## config.mk

```make
export PLATFORM = sky130hd
export DESIGN_NAME = uart_hex_cmd_parser
export DESIGN_NICKNAME = d
export VERILOG_FILES = /design/src/rtl/uart_cmd_pkg.sv /design/src/rtl/uart_hex_cmd_parser_echo_fifo.sv /design/src/rtl/uart_hex_cmd_parser.sv
export SDC_FILE = /design/constraint.sdc
export NUM_CORES = 1
export LEC_CHECK = 0
export CAP_MARGIN = 20
export CORE_AREA = 2 2 75 77
export CTS_BUF_LIST = sky130_fd_sc_hd__clkbuf_8
export DETAILED_ROUTE_END_ITERATION = 10
export DIE_AREA = 0 0 77 79
export GPL_TIMING_DRIVEN = 1
export PLACE_DENSITY = 0.8
export SLEW_MARGIN = 20
export SYNTH_ARGS = -nofsm -noshare
export SYNTH_HDL_FRONTEND = slang
export SYNTH_SLANG_ARGS = --single-unit
```

## constraint.sdc

```tcl
create_clock -name clk -period 5 [get_ports clk]
set_input_delay 0.5 -clock clk [delete_from_list [all_inputs] [get_ports clk]]
set_output_delay 0.5 -clock clk [all_outputs]
set_load 0.01 [all_outputs]
```

## src/rtl/uart_cmd_pkg.sv

```systemverilog
// Shared definitions for the UART hex command parser: the ASCII control
// characters it recognises, the parser state encoding, and a decoder that
// turns an ASCII character into a hex nibble.
package uart_cmd_pkg;

  localparam logic [7:0] ASCII_CR  = 8'h0D;
  localparam logic [7:0] ASCII_LF  = 8'h0A;
  localparam logic [7:0] ASCII_BS  = 8'h08;
  localparam logic [7:0] ASCII_ESC = 8'h1B;

  typedef enum logic [1:0] {
    ST_IDLE    = 2'd0,
    ST_ACCUM   = 2'd1,
    ST_DISCARD = 2'd2
  } parser_state_e;

  // Returns {valid, nibble}; valid is 0 for anything that is not 0-9, A-F, a-f.
  function automatic logic [4:0] hex_decode(input logic [7:0] ch);
    logic [4:0] res;
    res = 5'h00;
    if (ch >= 8'h30 && ch <= 8'h39) begin
      res = {1'b1, ch[3:0]};
    end else if ((ch >= 8'h41 && ch <= 8'h46) || (ch >= 8'h61 && ch <= 8'h66)) begin
      // Upper and lower case letters share the low nibble 1..6
      res = {1'b1, ch[3:0] + 4'h9};
    end else begin
      res = 5'h00;
    end
    return res;
  endfunction

endpackage

```

## src/rtl/uart_hex_cmd_parser_echo_fifo.sv

```systemverilog
// Small synchronous byte FIFO feeding the echo transmitter.
// Only built when HEX_ECHO_EN is defined. A push on a full FIFO is accepted
// only when a pop happens in the same cycle; otherwise the byte is dropped.
`ifdef HEX_ECHO_EN
module echo_fifo #(
  parameter int unsigned DEPTH = 4
) (
  input  logic       clk,
  input  logic       rst_n,
  input  logic       push_i,
  input  logic       pop_i,
  input  logic [7:0] wdata_i,
  output logic [7:0] rdata_o,
  output logic       full_o,
  output logic       empty_o
);

  localparam int unsigned AW = $clog2(DEPTH);

  logic [7:0]  mem_q [DEPTH];
  logic [AW:0] wptr_q;
  logic [AW:0] rptr_q;
  logic        do_push_s;
  logic        do_pop_s;

  // Pointers carry an extra wrap bit so full and empty are distinguishable
  assign empty_o   = (wptr_q == rptr_q);
  assign full_o    = (wptr_q[AW] != rptr_q[AW]) && (wptr_q[AW-1:0] == rptr_q[AW-1:0]);
  assign rdata_o   = mem_q[rptr_q[AW-1:0]];
  assign do_pop_s  = pop_i && !empty_o;
  assign do_push_s = push_i && (!full_o || do_pop_s);

  // Storage and pointer update; reset flushes every queued byte
  always_ff @(posedge clk) begin
    if (!rst_n) begin
      wptr_q <= '0;
      rptr_q <= '0;
      for (int i = 0; i < int'(DEPTH); i++) begin
        mem_q[i] <= 8'h00;
      end
    end else begin
      if (do_push_s) begin
        mem_q[wptr_q[AW-1:0]] <= wdata_i;
        wptr_q <= wptr_q + (AW+1)'(1);
      end
      if (do_pop_s) begin
        rptr_q <= rptr_q + (AW+1)'(1);
      end
    end
  end

endmodule
`endif

```

## src/rtl/uart_hex_cmd_parser.sv

```systemverilog
// UART receive-side hex command parser: assembles ASCII hex digits into a
// display word and commits it on CR/LF with a one-cycle write strobe.
// Optional feature macro: HEX_ECHO_EN -- echoes every received byte back to
// the transmitter through echo_fifo with a post-write holdoff.
module uart_hex_cmd_parser
  import uart_cmd_pkg::*;
#(
  parameter int unsigned DIGITS     = 6,
  parameter int unsigned ECHO_DEPTH = 4
) (
  input  logic                  clk,
  input  logic                  rst_n,
  input  logic [7:0]            rx_data_i,
  input  logic                  rx_valid_i,
  output logic [4*DIGITS-1:0]   disp_data_o,
  output logic                  disp_wen_o,
  output logic                  err_o,
  output logic [7:0]            tx_data_o,
  output logic                  tx_write_o,
  input  logic                  tx_ready_i,
  output logic                  echo_drop_o
);

  localparam int unsigned W  = 4 * DIGITS;
  localparam int unsigned CW = $clog2(DIGITS + 1);
  localparam logic [CW-1:0] CNT_MAX = CW'(DIGITS);
  localparam logic [CW-1:0] CNT_ONE = CW'(1);

  parser_state_e state_q, state_d;
  logic [W-1:0]  acc_q, acc_d;
  logic [CW-1:0] count_q, count_d;
  logic [W-1:0]  disp_data_q, disp_data_d;
  logic          disp_wen_q, disp_wen_d;
  logic          err_q, err_d;
  logic [4:0]    dec_s;

  assign dec_s = hex_decode(rx_data_i);

  // Parser next state: one received byte per cycle at most
  always_comb begin
    state_d     = state_q;
    acc_d       = acc_q;
    count_d     = count_q;
    disp_data_d = disp_data_q;
    disp_wen_d  = 1'b0;
    err_d       = 1'b0;
    if (rx_valid_i) begin
      if (rx_data_i == ASCII_ESC) begin
        state_d = ST_IDLE;
        acc_d   = '0;
        count_d = '0;
      end else if (dec_s[4]) begin
        case (state_q)
          ST_IDLE, ST_ACCUM: begin
            if (count_q == CNT_MAX) begin
              state_d = ST_DISCARD;
              err_d   = 1'b1;
              acc_d   = '0;
              count_d = '0;
            end else begin
              state_d = ST_ACCUM;
              acc_d   = {acc_q[W-5:0], dec_s[3:0]};
              count_d = count_q + CNT_ONE;
            end
          end
          ST_DISCARD: state_d = ST_DISCARD;
          default:    state_d = ST_IDLE;
        endcase
      end else if (rx_data_i == ASCII_CR || rx_data_i == ASCII_LF) begin
        case (state_q)
          ST_ACCUM: begin
            disp_data_d = acc_q;
            disp_wen_d  = 1'b1;
            acc_d       = '0;
            count_d     = '0;
            state_d     = ST_IDLE;
          end
          ST_DISCARD: state_d = ST_IDLE;
          ST_IDLE:    state_d = ST_IDLE;
          default:    state_d = ST_IDLE;
        endcase
      end else if (rx_data_i == ASCII_BS) begin
        if (state_q == ST_ACCUM) begin
          acc_d   = {4'h0, acc_q[W-1:4]};
          count_d = count_q - CNT_ONE;
          state_d = (count_q == CNT_ONE) ? ST_IDLE : ST_ACCUM;
        end else begin
          state_d = state_q;
        end
      end else begin
        if (state_q != ST_DISCARD) begin
          state_d = ST_DISCARD;
          err_d   = 1'b1;
          acc_d   = '0;
          count_d = '0;
        end else begin
          state_d = ST_DISCARD;
        end
      end
    end else begin
      state_d = state_q;
    end
  end

  // Parser state and registered display outputs
  always_ff @(posedge clk) begin
    if (!rst_n) begin
      state_q     <= ST_IDLE;
      acc_q       <= '0;
      count_q     <= '0;
      disp_data_q <= '0;
      disp_wen_q  <= 1'b0;
      err_q       <= 1'b0;
    end else begin
      state_q     <= state_d;
      acc_q       <= acc_d;
      count_q     <= count_d;
      disp_data_q <= disp_data_d;
      disp_wen_q  <= disp_wen_d;
      err_q       <= err_d;
    end
  end

  assign disp_data_o = disp_data_q;
  assign disp_wen_o  = disp_wen_q;
  assign err_o       = err_q;

`ifdef HEX_ECHO_EN
  // Holdoff covers the transmitter's delay in dropping tx_ready after a write
  localparam logic [1:0] HOLDOFF = 2'd2;

  logic       fifo_full_s;
  logic       fifo_empty_s;
  logic [7:0] fifo_rdata_s;
  logic       pop_s;
  logic [1:0] holdoff_q, holdoff_d;
  logic [7:0] tx_data_q, tx_data_d;
  logic       tx_write_q;
  logic       echo_drop_q, echo_drop_d;

  echo_fifo #(.DEPTH(ECHO_DEPTH)) u_echo_fifo (
    .clk     (clk),
    .rst_n   (rst_n),
    .push_i  (rx_valid_i),
    .pop_i   (pop_s),
    .wdata_i (rx_data_i),
    .rdata_o (fifo_rdata_s),
    .full_o  (fifo_full_s),
    .empty_o (fifo_empty_s)
  );

  // Echo pop decision, holdoff countdown and overflow detection
  always_comb begin
    pop_s       = 1'b0;
    holdoff_d   = holdoff_q;
    tx_data_d   = tx_data_q;
    echo_drop_d = 1'b0;
    if (!fifo_empty_s && tx_ready_i && (holdoff_q == 2'd0)) begin
      pop_s = 1'b1;
    end else begin
      pop_s = 1'b0;
    end
    if (pop_s) begin
      holdoff_d = HOLDOFF;
      tx_data_d = fifo_rdata_s;
    end else if (holdoff_q != 2'd0) begin
      holdoff_d = holdoff_q - 2'd1;
    end else begin
      holdoff_d = holdoff_q;
    end
    // A full FIFO still takes the byte when a pop frees a slot this cycle
    echo_drop_d = rx_valid_i && fifo_full_s && !pop_s;
  end

  // Registered transmit handshake outputs
  always_ff @(posedge clk) begin
    if (!rst_n) begin
      holdoff_q   <= 2'd0;
      tx_data_q   <= 8'h00;
      tx_write_q  <= 1'b0;
      echo_drop_q <= 1'b0;
    end else begin
      holdoff_q   <= holdoff_d;
      tx_data_q   <= tx_data_d;
      tx_write_q  <= pop_s;
      echo_drop_q <= echo_drop_d;
    end
  end

  assign tx_data_o   = tx_data_q;
  assign tx_write_o  = tx_write_q;
  assign echo_drop_o = echo_drop_q;
`else
  logic unused_tx_ready_s;
  assign unused_tx_ready_s = tx_ready_i;
  assign tx_data_o   = 8'h00;
  assign tx_write_o  = 1'b0;
  assign echo_drop_o = 1'b0;
`endif

endmodule

```

# After elaboration in Yosys (flattened, before gate mapping)

Cells that the tools add are included.
Widths: inputs -> output; s select.

Flip-flop bits (word level): 55
Output and inout port bits: 36

Add/subtract/negate cells: 3
$lt $le $gt $ge: 6
Equality and inequality tests: 13
Muxes and demuxes: 35
Bitwise operators: 5
Reductions and logical operators: 13

Operators with widths:

| kind                | number |
|---|---|
| $mux 24             | 9 |
| $mux 3              | 9 |
| $eq 8x4->1 const B  | 3 |
| $ge 8x7->1 const B  | 2 |
| $le 8x7->1 const B  | 2 |
| $mux 2              | 6 |
| $mux 5              | 2 |
| $reduce_and 5->1    | 2 |
| $eq 8x5->1 const B  | 1 |
| $ge 8x6->1 const B  | 1 |
| $le 8x6->1 const B  | 1 |
| $mux 1              | 8 |
| $ne 4x3->1 const B  | 2 |
| $ne 5x4->1 const B  | 1 |
| $not 1->1           | 5 |
| $reduce_bool 5->1   | 1 |
| $reduce_or 5->1     | 1 |
| $add 4x4->4 const B | 1 |
| $pmux 2 s2          | 1 |
| $add 3x1->3 const B | 1 |
| $eq 3x1->1 const B  | 1 |
| $eq 3x3->1 const B  | 1 |
| $logic_and 1x1->1   | 3 |
| $ne 3x1->1 const B  | 1 |
| 9 further kinds     | 10 |

# Depth between registers and ports, before layout

Word-level depth: 9
Mapped depth: 9

# Worst setup path after synthesis

OpenSTA, ideal clock, no wires.

Path kind: input port to flip-flop
From: input port rx_data_i[1]
To: register acc_q[10]
Setup time: 0.146 ns
Arrival time: 2.088 ns
Required time: 4.854 ns
Slack: 2.766 ns
Cell stages on the path: 8
Path through: inv_1 ha_1 nand2b_1 o21a_1 a311o_1 a31oi_4 buf_4 a211oi_2

Longest elaborated chain between the ends: 7

RTL lines:

| what                                                                | line                       | text |
|---|---|---|
| from (decl)                                                         | uart_hex_cmd_parser.sv:13  | `input logic [7:0] rx_data_i,` |
| $ge 8x7->1 / $le 8x7->1 (equally long branches)                     | uart_cmd_pkg.sv:23         | `end else if ((ch >= 8'h41 && ch <= 8'h46) \|\| (ch >= 8'h61 && ch <= 8'h66)) begin` |
| $logic_and 1x1->1                                                   | uart_cmd_pkg.sv:23         |  |
| $logic_or 1x1->1                                                    | uart_cmd_pkg.sv:23         |  |
| $mux 5                                                              | uart_cmd_pkg.sv:23         |  |
| $mux 5                                                              | uart_cmd_pkg.sv:21         | `if (ch >= 8'h30 && ch <= 8'h39) begin` |
| $ne 4x3->1 (no source line), or another cell as far along           | n/a                        |  |
| $reduce_and 5->1 (no source line) / $mux 24 (equally long branches) | n/a                        |  |
| to (signal assigned)                                                | uart_hex_cmd_parser.sv:109 | `acc_q <= '0;` |
| to (signal assigned)                                                | uart_hex_cmd_parser.sv:116 | `acc_q <= acc_d;` |
| to (decl)                                                           | uart_hex_cmd_parser.sv:30  | `logic [W-1:0] acc_q, acc_d;` |

Several ways; a longest one is shown, not always the timed one.
A chain may end at the register's enable or synchronous reset.

# Worst setup path after layout

From: input port rx_data_i[1]
To: register acc_q[5]

The elaborated chain is that of the path after synthesis.

==> run metrics <==
CP endpoint kind flip-flop; clk slew on worst S/H paths 0.10 ns; worst hold endpoint disp_data_o[15]$_SDFFE_PN0P_; post-CTS sizing 0; met1 wire length 2618 um; FF-to-FF End acc_q[5]$_SDFFE_PN0P_; Post-synth top flop dfxtp_1; DR iter-0 viols 138; gpl congestion 0.8147; R2R depth 7; Ports 48; Critical Path Start Type primary input; Post-synth EDFFs 0; max incr delay on CP 0.68 ns; global-route wire length before repair 9963 um; Die Wd 77 um; top sig layer met4; antenna violations before repair 0; total power 860.4 uW; maximum VDD drop 125.4 uV; mean routed wirelength per cell 13.99 um; final std cells w/o fill 417; Die Area 6083 um2; deepest clock path buffer count 2; DR DRC count 0; port bufs 36; Layout Utilization 60.34%; Post-DP HPWL 3940 um; CTS tree yes; worst hold path type reg2reg; row count 27; Final setup viols 0; Buf/Inv on CP 3; via/cell ratio 5.564; Ys Warns 0; layout cells sized above 1 11.88%; met2 WL 2844 um; cell count after synthesis 320; Post-CTS Repair Setup Buffers 0; setup slack, reg-to-reg 2.39 ns; routed wl met3 238 um; CP Data Arrival Time 3.52 ns; leading cell types in the layout, fill and taps excluded nand2_1 (61), dfxtp_1 (55), clkdlybuf4s50_1 (36); die height 79 um; worst path required time 5.24 ns; TritonCTS buffer count 5; skew final 0.008538 ns; most common cell after layout, fill and taps aside nand2_1; HP Start disp_data_o[15]$_SDFFE_PN0P_; Ant. Diodes 0; Syn-to-layout area delta 15.53%; #FFs+latches synth 55; Int Power 639.7 uW; Num Clock Sinks 55; Core Box Area 5338 um2; overall routing resource usage 19.98%; ys async rst share 0%; P_leak 1.074 nW; RSZ-0062 raised after global routing no; grt total ovfl 0; Final TNS setup 0 ns; CP delay by family, top compound AO/OA/AOI/OAI gates; FF-to-FF Start state_q[1]$_SDFFE_PN0P_; placed cell count 410; measured slew at the worst slew-check pin 1.024 ns; drt first pass iters 5; Root Driver clkbuf_8; syn_area_per_cell 8.711 um2; Clock Latency Late Sink 0.32 ns; outcome complete, no violations; DRT antenna net count 0; Period Utilization, post-route 65.64%; Worst Path Max Fanout 29; Starting Density 52.23%; Pwr per Cell Area 267.1 nW/um2; fin nets 366; Hold Crit Depth 2; CP Cell Sequence clkdlybuf4s50_1 -> inv_1 -> ha_1 -> nand2b_1 -> o21a_1 -> a311o_1 -> a31oi_4 -> buf_4 -> nor2_1 -> a211oi_2; largest net degree at the start of global routing 30; clock power share 33.5%; crit path kind in2reg; relative slew slack 31.66%; Slew Limit Fails 0; register area share after synthesis 39.50%; Synth cell types 50; Post-Syn Area 2788 um2; CTS Hold Buffers Added 0; vias in the first global route 2,189; Final Hold Violating Endpoints 0; Switching Share 25.65%; htree depth 2; sequential share of power 54.8%; WL final 5835 um; logic gate share of total power 11.8%; Via Count 2,320; Worst path slowest cell a31oi_4; P_sw 220.7 uW; fmax 304.7 MHz; Max Cap Viol 0; fin crit period 3.282 ns
[power by group through the flow]
stage / combinational (mW) / clock, mW / sequential, mW
6_report: 0.101 / 0.288 / 0.471
4_1_cts: 0.101 / 0.290 / 0.471
5_1_grt: 0.113 / 0.311 / 0.474
3_5_place_dp: 0.100 / 0 / 0.481
2_1_floorplan: 0.0872 / 0 / 0.475
3_3_place_gp: 0.0971 / 0 / 0.481
[metrics by stage]
step | hold slack (ns) | area, um2 | setup WS (ns)
finish | 0.4526 | 3221 | 1.718
floorplan | 0.4494 | 2821 | 2.766
global route | 0.4720 | 3221 | 1.462
detailed placement | 0.4436 | 3107 | 1.400
global placement | 0.4390 | 3107 | 1.468
CTS | 0.4565 | 3213 | 1.727
[kinds of logic (layout without fill, tap and decap cells)]
family / after synthesis / in the layout / synth area share [%]
AOI/OAI and AO/OA: 104 / 104 / 29.31
xor gates and xnor gates: 1 / 1 / 0.3142
adders and majority gates: 9 / 9 / 4.040
buffers and inverters: 41 / 57 / 8.483
DFF: 55 / 55 / 39.50
muxes: 2 / 2 / 0.7630
other: 1 / 10 / 0.1345
and+or+nand+nor: 107 / 107 / 17.46
[cell usage after synthesis, types with 2 or more instances]
master / count / share of area [%]
a211oi_1: 5 / 1.3
a211oi_2: 18 / 8.1
a21oi_1: 29 / 5.2
a22oi_1: 19 / 5.1
a32o_1: 2 / 0.72
buf_2: 3 / 0.54
buf_4: 11 / 3.0
buf_6: 5 / 2.0
clkbuf_1: 13 / 1.8
dfxtp_1: 55 / 39
ha_1: 9 / 4.0
inv_1: 9 / 1.2
nand2_1: 61 / 8.2
nand2b_1: 2 / 0.45
nand3_1: 3 / 0.54
nand4_1: 4 / 0.90
nor2_1: 22 / 3.0
nor4b_1: 2 / 0.63
o211a_1: 2 / 0.72
o211ai_1: 3 / 0.81
o21a_1: 2 / 0.54
o21ai_0: 11 / 2.0
o31ai_1: 3 / 0.81
[routing by layer]
layer | vias up | GRT usage (%)
met5 | - | 0
met4 | 0 | 9.464
met3 | 9 | 3.182
met2 | 56 | 34.04
met1 | 1084 | 24.86
li1 | 1171 | -
[tightest hold or removal path, stage by stage (launching register included)]
cell,delay [ns]
dfxtp_1,0.32
nand2_1,0.05
a21oi_1,0.05
[cell type report]
class | instances | area, um2
tap | 72 | 90.09
inverter | 9 | 33.78
multi-input combinational | 233 | 1491
clock inverter | 2 | 37.54
timing repair buffer | 41 | 397.9
fill | 501 | 2117
clock buffer | 5 | 68.82
sequential | 55 | 1101
[worst max-delay path by stage]
stage	startpoint	cells after the start	slack, ns	to
3_3_place_gp	rx_data_i[1]	10	1.47	acc_q[9]$_SDFFE_PN0P_
4_1_cts	rx_data_i[1]	10	1.73	acc_q[5]$_SDFFE_PN0P_
3_5_place_dp	rx_data_i[1]	10	1.40	acc_q[5]$_SDFFE_PN0P_
2_1_floorplan	rx_data_i[1]	8	2.77	acc_q[10]$_SDFFE_PN0P_
5_1_grt	rx_data_i[1]	10	1.46	acc_q[14]$_SDFFE_PN0P_
6_report	rx_data_i[1]	10	1.72	acc_q[5]$_SDFFE_PN0P_
[state kept, by name, summed over array words and instances, names as in the netlist]
register     count
disp_wen_o       1
err_o            1
count_q          3
acc_q           24
disp_data_o     24
state_q          2
Power figures use the tool's default switching activity.
